--- config.mk ---
export PLATFORM = sky130hd
export DESIGN_NAME = sum_accum
export DESIGN_NICKNAME = d
export VERILOG_FILES = /design/src/rtl/adder_pkg.sv /design/src/rtl/sum_accum.sv
export SDC_FILE = /design/constraint.sdc
export NUM_CORES = 1
export LEC_CHECK = 0
export ABC_AREA = 1
export CORE_ASPECT_RATIO = 0.9
export CORE_MARGIN = 4
export CORE_UTILIZATION = 46
export DETAILED_ROUTE_END_ITERATION = 16
export PLACE_DENSITY_LB_ADDON = 0.2
export RECOVER_POWER = 25
export SYNTH_ARGS = -nofsm -noshare
export SYNTH_HDL_FRONTEND = slang
export SYNTH_SLANG_ARGS = --single-unit
--- constraint.sdc ---
create_clock -name clk -period 2.4 [get_ports clk]
set_input_delay 0.6 -clock clk [delete_from_list [all_inputs] [get_ports clk]]
set_output_delay 0.6 -clock clk [all_outputs]
set_load 0.02 [all_outputs]
--- src/rtl/adder_pkg.sv ---
// Shared constants and FSM encoding for the adder-sum block accumulator.
package adder_pkg;

  localparam int SUM_W_DEF = 5;
  localparam int NSAMP_DEF = 4;

  // ACCUM: collecting samples of a block. HOLD: presenting a finished block.
  typedef enum logic {
    ACCUM = 1'b0,
    HOLD  = 1'b1
  } acc_state_t;

endpackage

--- src/rtl/sum_accum.sv ---
// Block accumulator: gathers NSAMP adder sums into total, carry count and
// maximum, then holds the result until downstream takes it.
module sum_accum
  import adder_pkg::*;
#(
  parameter int SUM_W = SUM_W_DEF,
  parameter int NSAMP = NSAMP_DEF,
  parameter int ACC_W = SUM_W + $clog2(NSAMP)
) (
  input  logic                     clk,
  input  logic                     rst_n,
  input  logic                     flush,
  input  logic                     in_valid,
  output logic                     in_ready,
  input  logic [SUM_W-1:0]         in_sum,
  input  logic                     in_co,
  output logic                     out_valid,
  input  logic                     out_ready,
  output logic [ACC_W-1:0]         out_total,
  output logic [$clog2(NSAMP):0]   out_co_cnt,
  output logic [SUM_W-1:0]         out_max
);

  localparam int CNT_W = $clog2(NSAMP);

  acc_state_t         state;
  acc_state_t         state_nxt;
  logic               accept;
  logic               clr;
  logic [CNT_W-1:0]   cnt;
  logic [ACC_W-1:0]   total;
  logic [CNT_W:0]     co_cnt;
  logic [SUM_W-1:0]   max_sum;

  // A flush wins over any handshake in the same cycle.
  assign accept = in_valid && in_ready && !flush;

  // State register.
  always_ff @(posedge clk or negedge rst_n) begin
    if (!rst_n) begin
      state <= ACCUM;
    end else begin
      state <= state_nxt;
    end
  end

  // Next-state logic, handshake outputs and accumulator clear request.
  always_comb begin
    state_nxt = state;
    in_ready  = 1'b0;
    out_valid = 1'b0;
    clr       = 1'b0;
    unique case (state)
      ACCUM: begin
        in_ready = 1'b1;
        if (accept && (cnt == CNT_W'(NSAMP - 1))) begin
          state_nxt = HOLD;
        end
      end
      HOLD: begin
        out_valid = 1'b1;
        if (out_ready) begin
          state_nxt = ACCUM;
          clr       = 1'b1;
        end
      end
      default: state_nxt = ACCUM;
    endcase
    if (flush) begin
      state_nxt = ACCUM;
      clr       = 1'b1;
    end
  end

  // Accumulators: cleared on release/flush, updated only on an accepted sample.
  // The counter wraps to 0 on the last accept, so a new block starts at sample 0.
  always_ff @(posedge clk or negedge rst_n) begin
    if (!rst_n) begin
      cnt     <= '0;
      total   <= '0;
      co_cnt  <= '0;
      max_sum <= '0;
    end else if (clr) begin
      cnt     <= '0;
      total   <= '0;
      co_cnt  <= '0;
      max_sum <= '0;
    end else if (accept) begin
      cnt    <= cnt + CNT_W'(1);
      total  <= total + ACC_W'(in_sum);
      co_cnt <= co_cnt + {{CNT_W{1'b0}}, in_co};
      if (in_sum > max_sum) begin
        max_sum <= in_sum;
      end
    end
  end

  // Results are only visible while a finished block is held.
  assign out_total  = out_valid ? total   : '0;
  assign out_co_cnt = out_valid ? co_cnt  : '0;
  assign out_max    = out_valid ? max_sum : '0;

endmodule
==> summary.md, run 1 <==
| Metric | Value |
|---|---|
| Comb pwr share | 28.4% |
| Number of remaining DRC errors | 0 |
| Tot GR Track Use | roughly 16% |
| Die ar. | roughly 3700 um2 |
| Post-synthesis async set-or-reset flop share | 100% |
| Synth Warn # | 0 |
| IO Pins | 28 |
| Clk pwr share | 21.3% |
| Post-CTS Setup Repair Bufs | 0 |
| DP HPWL | 2150 um |
| Critical path data required time | roughly 1.8 ns |
| Worst Hold Depth | 1 |
| Maxcap violations | 0 |
| Placer Congestion | approximately 0.81 |
| CTS Buffer Depth | 2 |
| Switch share | roughly a third |
| Clock sinks | 18 |
| VDD IR max | ~0.00034 V |
| Drt first-iter violations | 46 |
| DIE HEIGHT | between 50 and 60 um |
| Initial core utilization | a little under half |
| Crit Path Max Fanout | 9 |
| Initial antenna violation count | 0 |
| Layout cells sized above 1 | under 10% |
| Core Region | 2730 um2 |
| Final min period | approximately 2.1 ns |
| Arrival time at the worst endpoint | between 1.5 and 2 ns |
| Fmax | about 0.47 GHz |
| DRT antenna net count | 0 |
| Gr ovfl total | 0 |
| IO buf count | 27 |
| Syn_area_per_cell | 7.57 um2 |
| Least-Margin Pin Slew | between 0.9 and 1 ns |
| Register area share after synthesis | about 35% |
| Seq pwr share | slightly above 50% |
| RSZ-0062 raised after global routing | false |
| Leak | between 0.0009 and 0.001 uW |
| Die Wd | 64.1 um |
| Startpoint types | flop |
| #FFs+latches synth | 18 |
| Setup TNS | 0 ns |
| Type of the worst min-delay path | reg2reg |
| Clk_skew | 0.00639 ns |
| Pwr per Cell Area | 433 nW/um2 |
| First-pass GRT wire length | 4800 um |
| Via density | 4.82 |
| Net Switching | 232 uW |
| WS Path Type | reg2out |
| Slew margin rel. | 34.2% |
| Slew Limit Fails | 0 |
| Largest net degree at the start of global routing | 19 |
| Vias | 1157 |
| Post-CTS sizing | 0 |
| Final hold vios | 0 |
| Status | completed |
| # diodes | 0 |
| Synthesized cell area | approximately 1300 um2 |
| Clk_lat worst skew | approximately 0.29 ns |
| Synth cell types | 25 |
| Finish-stage setup viols | 0 |
| H-tree depth | 1 |
| Fin crit share | 89.3% |
| Routed WL per cell | ~11 um |
| Crit end category | output port |
| FP Rows | 18 |
| Clock-pin slew on the worst setup and hold paths | about 0.10 ns |
| TritonCTS clock tree | yes |
| Placement Cell Area | around 1600 um2 |
| R2R depth | 11 |
| Number of synthesized flops with an enable pin | 0 |
| Ys flop type | dfrtp_1 |
| WL final | around 2700 um |
| Cell area after layout | between 1500 and 2000 um2 |
| Drt pass-1 iters | 4 |
| Mapped Cells | approximately 170 |
| Layout area overhead | 24.5% |
| CTS Root Cell | clkbuf_4 |
| Nets@finish | roughly 230 |
| Pint | between 400 and 500 uW |
| Vias in the first global route | 1089 |
| Synth Net Count | 197 |
| Fill cell count | ~280 |
| Inserted Clock Buffers | 3 |
| Hold_buf cts | 0 |
| Setup slack, reg-to-reg | around 0.72 ns |
-- through the flow --
stage / hold WS [ns] / util [%] / setup WS (ns) / power (uW) / instances
6_report: 0.491 / 59.5 / 0.258 / 702 / 240
5_1_grt: 0.538 / 59.5 / 0.130 / 760 / 240
4_1_cts: 0.491 / 59.6 / 0.233 / 715 / 240
3_5_place_dp: 0.475 / 58.8 / 0.00816 / 561 / 237
3_3_place_gp: 0.470 / 58.8 / 0.0722 / 552 / 237
2_1_floorplan: 0.304 / - / 0.631 / 499 / 172
-- final cells by class --
class                      instances  area, um2  share of cell area (%)
inverter                          37        144                    8.87
multi-input combinational        112        666                    41.0
sequential                        18        450                    27.8
clock buffer                       3       22.5                    1.39
tap                               40       50.0                    3.09
timing repair buffer              30        289                    17.8
-- path summary, 6_finish.rpt --
check	start	to
hold reg to reg	cnt[0]	cnt[0]
hold / removal	cnt[0]	cnt[0]
min in group asynchronous	rst_n	state
setup reg to reg	total[0]	total[6]
max in group asynchronous	rst_n	co_cnt[1]
setup / recovery	state	out_total[4]
-- cell usage after synthesis, types with 2 or more instances --
cell type  number  area share, %
nand3_1        21            8.1
nor2_1          5            1.4
o21ai_0         2           0.77
inv_2           2           0.58
buf_6           3            2.6
ha_1           13             12
o21ai_1         4            1.5
nand2_1        48             14
a21oi_1         7            2.7
nand3_2         2            1.5
dfrtp_1        18             35
inv_1          34            9.8
-- worst max-delay path: stages, from the launching register on --
cell	delay, ns
dfrtp_1	0.35
buf_4	0.18
nand2_1	0.06
inv_1	0.05
clkdlybuf4s50_1	0.60
-- cell usage in the layout (no fill, tap or decap) --
cell	n
dfrtp_1	18
clkbuf_4	3
clkdlybuf4s50_1	26
dlygate4sd3_1	1
xor2_1	1
clkinv_4	1
fa_1	1
nand2_4	1
clkbuf_1	1
nand3_1	21
nand2_1	48
nor3_2	1
and3_1	1
buf_4	2
a21oi_2	1
o21ai_1	4
o21ai_2	1
a21oi_4	1
nand3_4	1
ha_1	13
nor2_2	1
nor2_1	5
nand3_2	2
inv_1	34
a21oi_1	7
o21ai_0	2
inv_2	2
-- metal layers --
metal / GRT usage, % / wire, um / up-vias
met5: 0 / 0 / -
met4: 3.92 / 18 / 0
met3: 4.01 / 125 / 2
met2: 29.2 / 1390 / 25
met1: 19.3 / 1190 / 541
li1: - / - / 589
-- registers in the layout (all words and copies together), names as in the netlist --
name and cells:
total 7, max_sum 5, co_cnt 3, cnt 2, state 1
-- cell families after synthesis --
group	after synthesis	share of synthesized area, %
DFF	18	34.6
buffers and inverters	42	14.3
and+or+nand+nor	81	28.8
AOI/OAI and AO/OA	16	7.59
xor gates and xnor gates	1	0.673
adders and majority gates	14	14.0
-- power groups by stage --
stage	logic, uW	clock network [uW]	registers (uW)
after global routing	230	172	358
after detailed placement	201	0	360
after global placement	193	0	358
final	199	149	354
after floorplan	145	0	354
after CTS	203	158	354
Power figures use the tool's default switching activity.
==> inputs of run 2 (changes only) <==
--- a/config.mk
+++ b/config.mk
@@ -6,11 +6,13 @@
 export NUM_CORES = 1
 export LEC_CHECK = 0
 export ABC_AREA = 1
+export CELL_PAD_IN_SITES_DETAIL_PLACEMENT = 0
+export CELL_PAD_IN_SITES_GLOBAL_PLACEMENT = 1
 export CORE_ASPECT_RATIO = 0.9
 export CORE_MARGIN = 4
-export CORE_UTILIZATION = 46
+export CORE_UTILIZATION = 39
 export DETAILED_ROUTE_END_ITERATION = 16
-export PLACE_DENSITY_LB_ADDON = 0.2
+export PLACE_DENSITY_LB_ADDON = 0.1
 export RECOVER_POWER = 25
 export SYNTH_ARGS = -nofsm -noshare
 export SYNTH_HDL_FRONTEND = slang
==> summary.md, run 2 (synthesis gave the netlist of run 1 again) <==
| Metric | Value |
|---|---|
| Maxcap violations | 0 (unchanged) |
| Inserted Clock Buffers | 3 (unchanged) |
| WL final | 2770 um (+1.3%) |
| Hold_buf cts | 0 (unchanged) |
| IO buf count | 27 (unchanged) |
| Comb pwr share | 24.2% (-4.2 points) |
| Biggest register | total |
| CTS Root Cell | clkbuf_8 |
| CP max-delay cell | clkdlybuf4s50_1 |
| Via density | 4.72 (-2.1%) |
| Placer Congestion | 0.787 (-3.4%) |
| Pint | 556 uW (+18%) |
| Cell area after layout | 1660 um2 (+2.2%) |
| FP Rows | 19 (+1) |
| Critical path data required time | 2.55 ns (+0.75 ns) |
| Fin crit share | 88.4% (-0.81 points) |
| CTS Buffer Depth | 2 (unchanged) |
| WS Path Type | in2reg |
| Worst hold margin | 0.498 ns (+0.00755 ns) |
| Gr ovfl total | 0 (unchanged) |
| Nets@finish | 227 (unchanged) |
| DP HPWL | 2180 um (+1.0%) |
| Core Region | 3140 um2 (+15%) |
| Die ar. | 4330 um2 (+16%) |
| DIE HEIGHT | 62.8 um (+7.4%) |
| DP Cell Count | 239 (+0.84%) |
| Net Switching | 249 uW (+7.0%) |
| Seq pwr share | 44.1% (-6.3 points) |
| Final hold vios | 0 (unchanged) |
| Fill cell count | 316 (+12%) |
| RSZ-0062 raised after global routing | false |
| Placement Cell Area | 1610 um2 (+0.16%) |
| Cell mode on critical path | nand2_1 |
| Layout cells sized above 1 | 8.96% (+0.46 points) |
| Largest net degree at the start of global routing | 19 (unchanged) |
| Least-Margin Pin Slew | 0.998 ns (+0.0108 ns) |
| Vias | 1147 (-0.86%) |
| Type of the worst min-delay path | reg2reg |
| Clk_skew | 0.00287 ns (-0.00352 ns) |
| Post-CTS sizing | 0 (unchanged) |
| Finish-stage setup viols | 0 (unchanged) |
| Initial antenna violation count | 0 (unchanged) |
| Clock sinks | 18 (unchanged) |
| VDD IR max | 0.000267 V (-22%) |
| Initial core utilization | 41.5% (-6.3 points) |
| Clock-pin slew on the worst setup and hold paths | 0.07 ns (-0.03 ns) |
| Die Wd | 68.9 um (+7.5%) |
| Most frequent cells in the layout | nand2_1 (48), inv_1 (34), clkdlybuf4s50_1 (26) |
| Switch share | 30.9% (-2.2 points) |
| # diodes | 0 (unchanged) |
| Tot GR Track Use | 14.1% (-2.0 points) |
| Drt first-iter violations | 33 (-28%) |
| Layout area overhead | 27.2% |
| Post-CTS Setup Repair Bufs | 0 (unchanged) |
| TritonCTS clock tree | yes |
| Crit-path cells | clkdlybuf4s50_1, ha_1, inv_1, fa_1, inv_1, nand3_1, nand2_1, nand2_1, nand2_1, nand3_1, nand2_1, nor2_1 |
| Max reg flops | 7 (unchanged) |
| Arrival time at the worst endpoint | 2.27 ns (+0.73 ns) |
| Dpl ws | -0.0122 ns (-0.0204 ns) |
| Fin cells | 243 (+1.3%) |
| Pwr per Cell Area | 486 nW/um2 (+12%) |
| Crit end category | flop |
| Fmax | 0.471 GHz (+0.92%) |
| Routed WL per cell | 11.4 um (about the same) |
| H-tree depth | 1 (unchanged) |
| Most common cell after layout, fill and taps aside | nand2_1 |
| DRT antenna net count | 0 (unchanged) |
| Drt pass-1 iters | 4 (unchanged) |
| Worst setup margin | 0.277 ns (+0.0195 ns) |
| Top flop regs | total x7, max_sum x5, co_cnt x3 |
| Slew margin rel. | 33.5% (-0.72 points) |
| Leak | 0.000925 uW (+1.6%) |
| Clk pwr share | 31.7% (+10 points) |
| Startpoint types | input port |
| IO Pins | 28 (unchanged) |
| Vias in the first global route | 1081 (-0.73%) |
| First-pass GRT wire length | 4770 um (-0.58%) |
| Critical Path Max Stage Delay | 0.48 ns (-0.12 ns) |
| Clk_lat worst skew | 0.26 ns (-0.03 ns) |
| Number of remaining DRC errors | 0 (unchanged) |
| Status | completed |
| Final min period | 2.12 ns (-0.0195 ns) |
| Setup TNS | 0 ns (unchanged) |
| Slew Limit Fails | 0 (unchanged) |
| Crit Path Max Fanout | 3 (-6) |
-- run 2: per-stage QoR --
step           power (uW)  utilization (%)
2_1_floorplan         499                -
3_3_place_gp          555             51.2
3_5_place_dp          559             51.2
4_1_cts               816             52.9
5_1_grt               855             52.8
6_report              805             52.8
-- run 2: final cells by class --
type                            instances  area, um2  share of cell area [%]
Inverter                               37        144                    8.69
Timing Repair Buffer                   30        289                    17.4
Sequential cell                        18        450                    27.2
Multi-Input combinational cell        112        666                    40.2
Clock buffer                            4       55.1                    3.32
Tap cell                               42       52.6                    3.17
-- run 2: power groups by stage --
stage                     combinational (uW)  sequential, uW  clock [uW]
after floorplan                          145             354           0
after global placement                   196             359           0
after detailed placement                 198             361           0
after CTS                                200             355         261
after global routing                     225             359         271
final                                    195             355         255
-- run 2: worst paths after layout --
path                           start        to  slack (ns)  cells past startpoint
setup / recovery           in_sum[0]  total[6]        0.28                     12
hold / removal                cnt[0]    cnt[0]        0.50                      1
setup reg to reg            total[0]  total[6]        0.73                     11
hold reg to reg               cnt[0]    cnt[0]        0.50                      1
max in group asynchronous      rst_n     state        0.78                      2
min in group asynchronous      rst_n  total[3]        1.02                      2
-- run 2: metal layers --
| layer | vias up | GRT usage [%] | wire length, um |
|---|---|---|---|
| met5 | - | 0 | 0 |
| met4 | 0 | 2.92 | 11 |
| met3 | 2 | 2.88 | 98 |
| met2 | 17 | 21.8 | 1290 |
| met1 | 536 | 20.0 | 1360 |
| li1 | 592 | - | - |
-- run 2: critical path, delay by kind of cell --
kind          cells  cell delay, ns
buf+inv           3            0.62
simple gates      7            0.45
fa+ha+maj         2            0.60
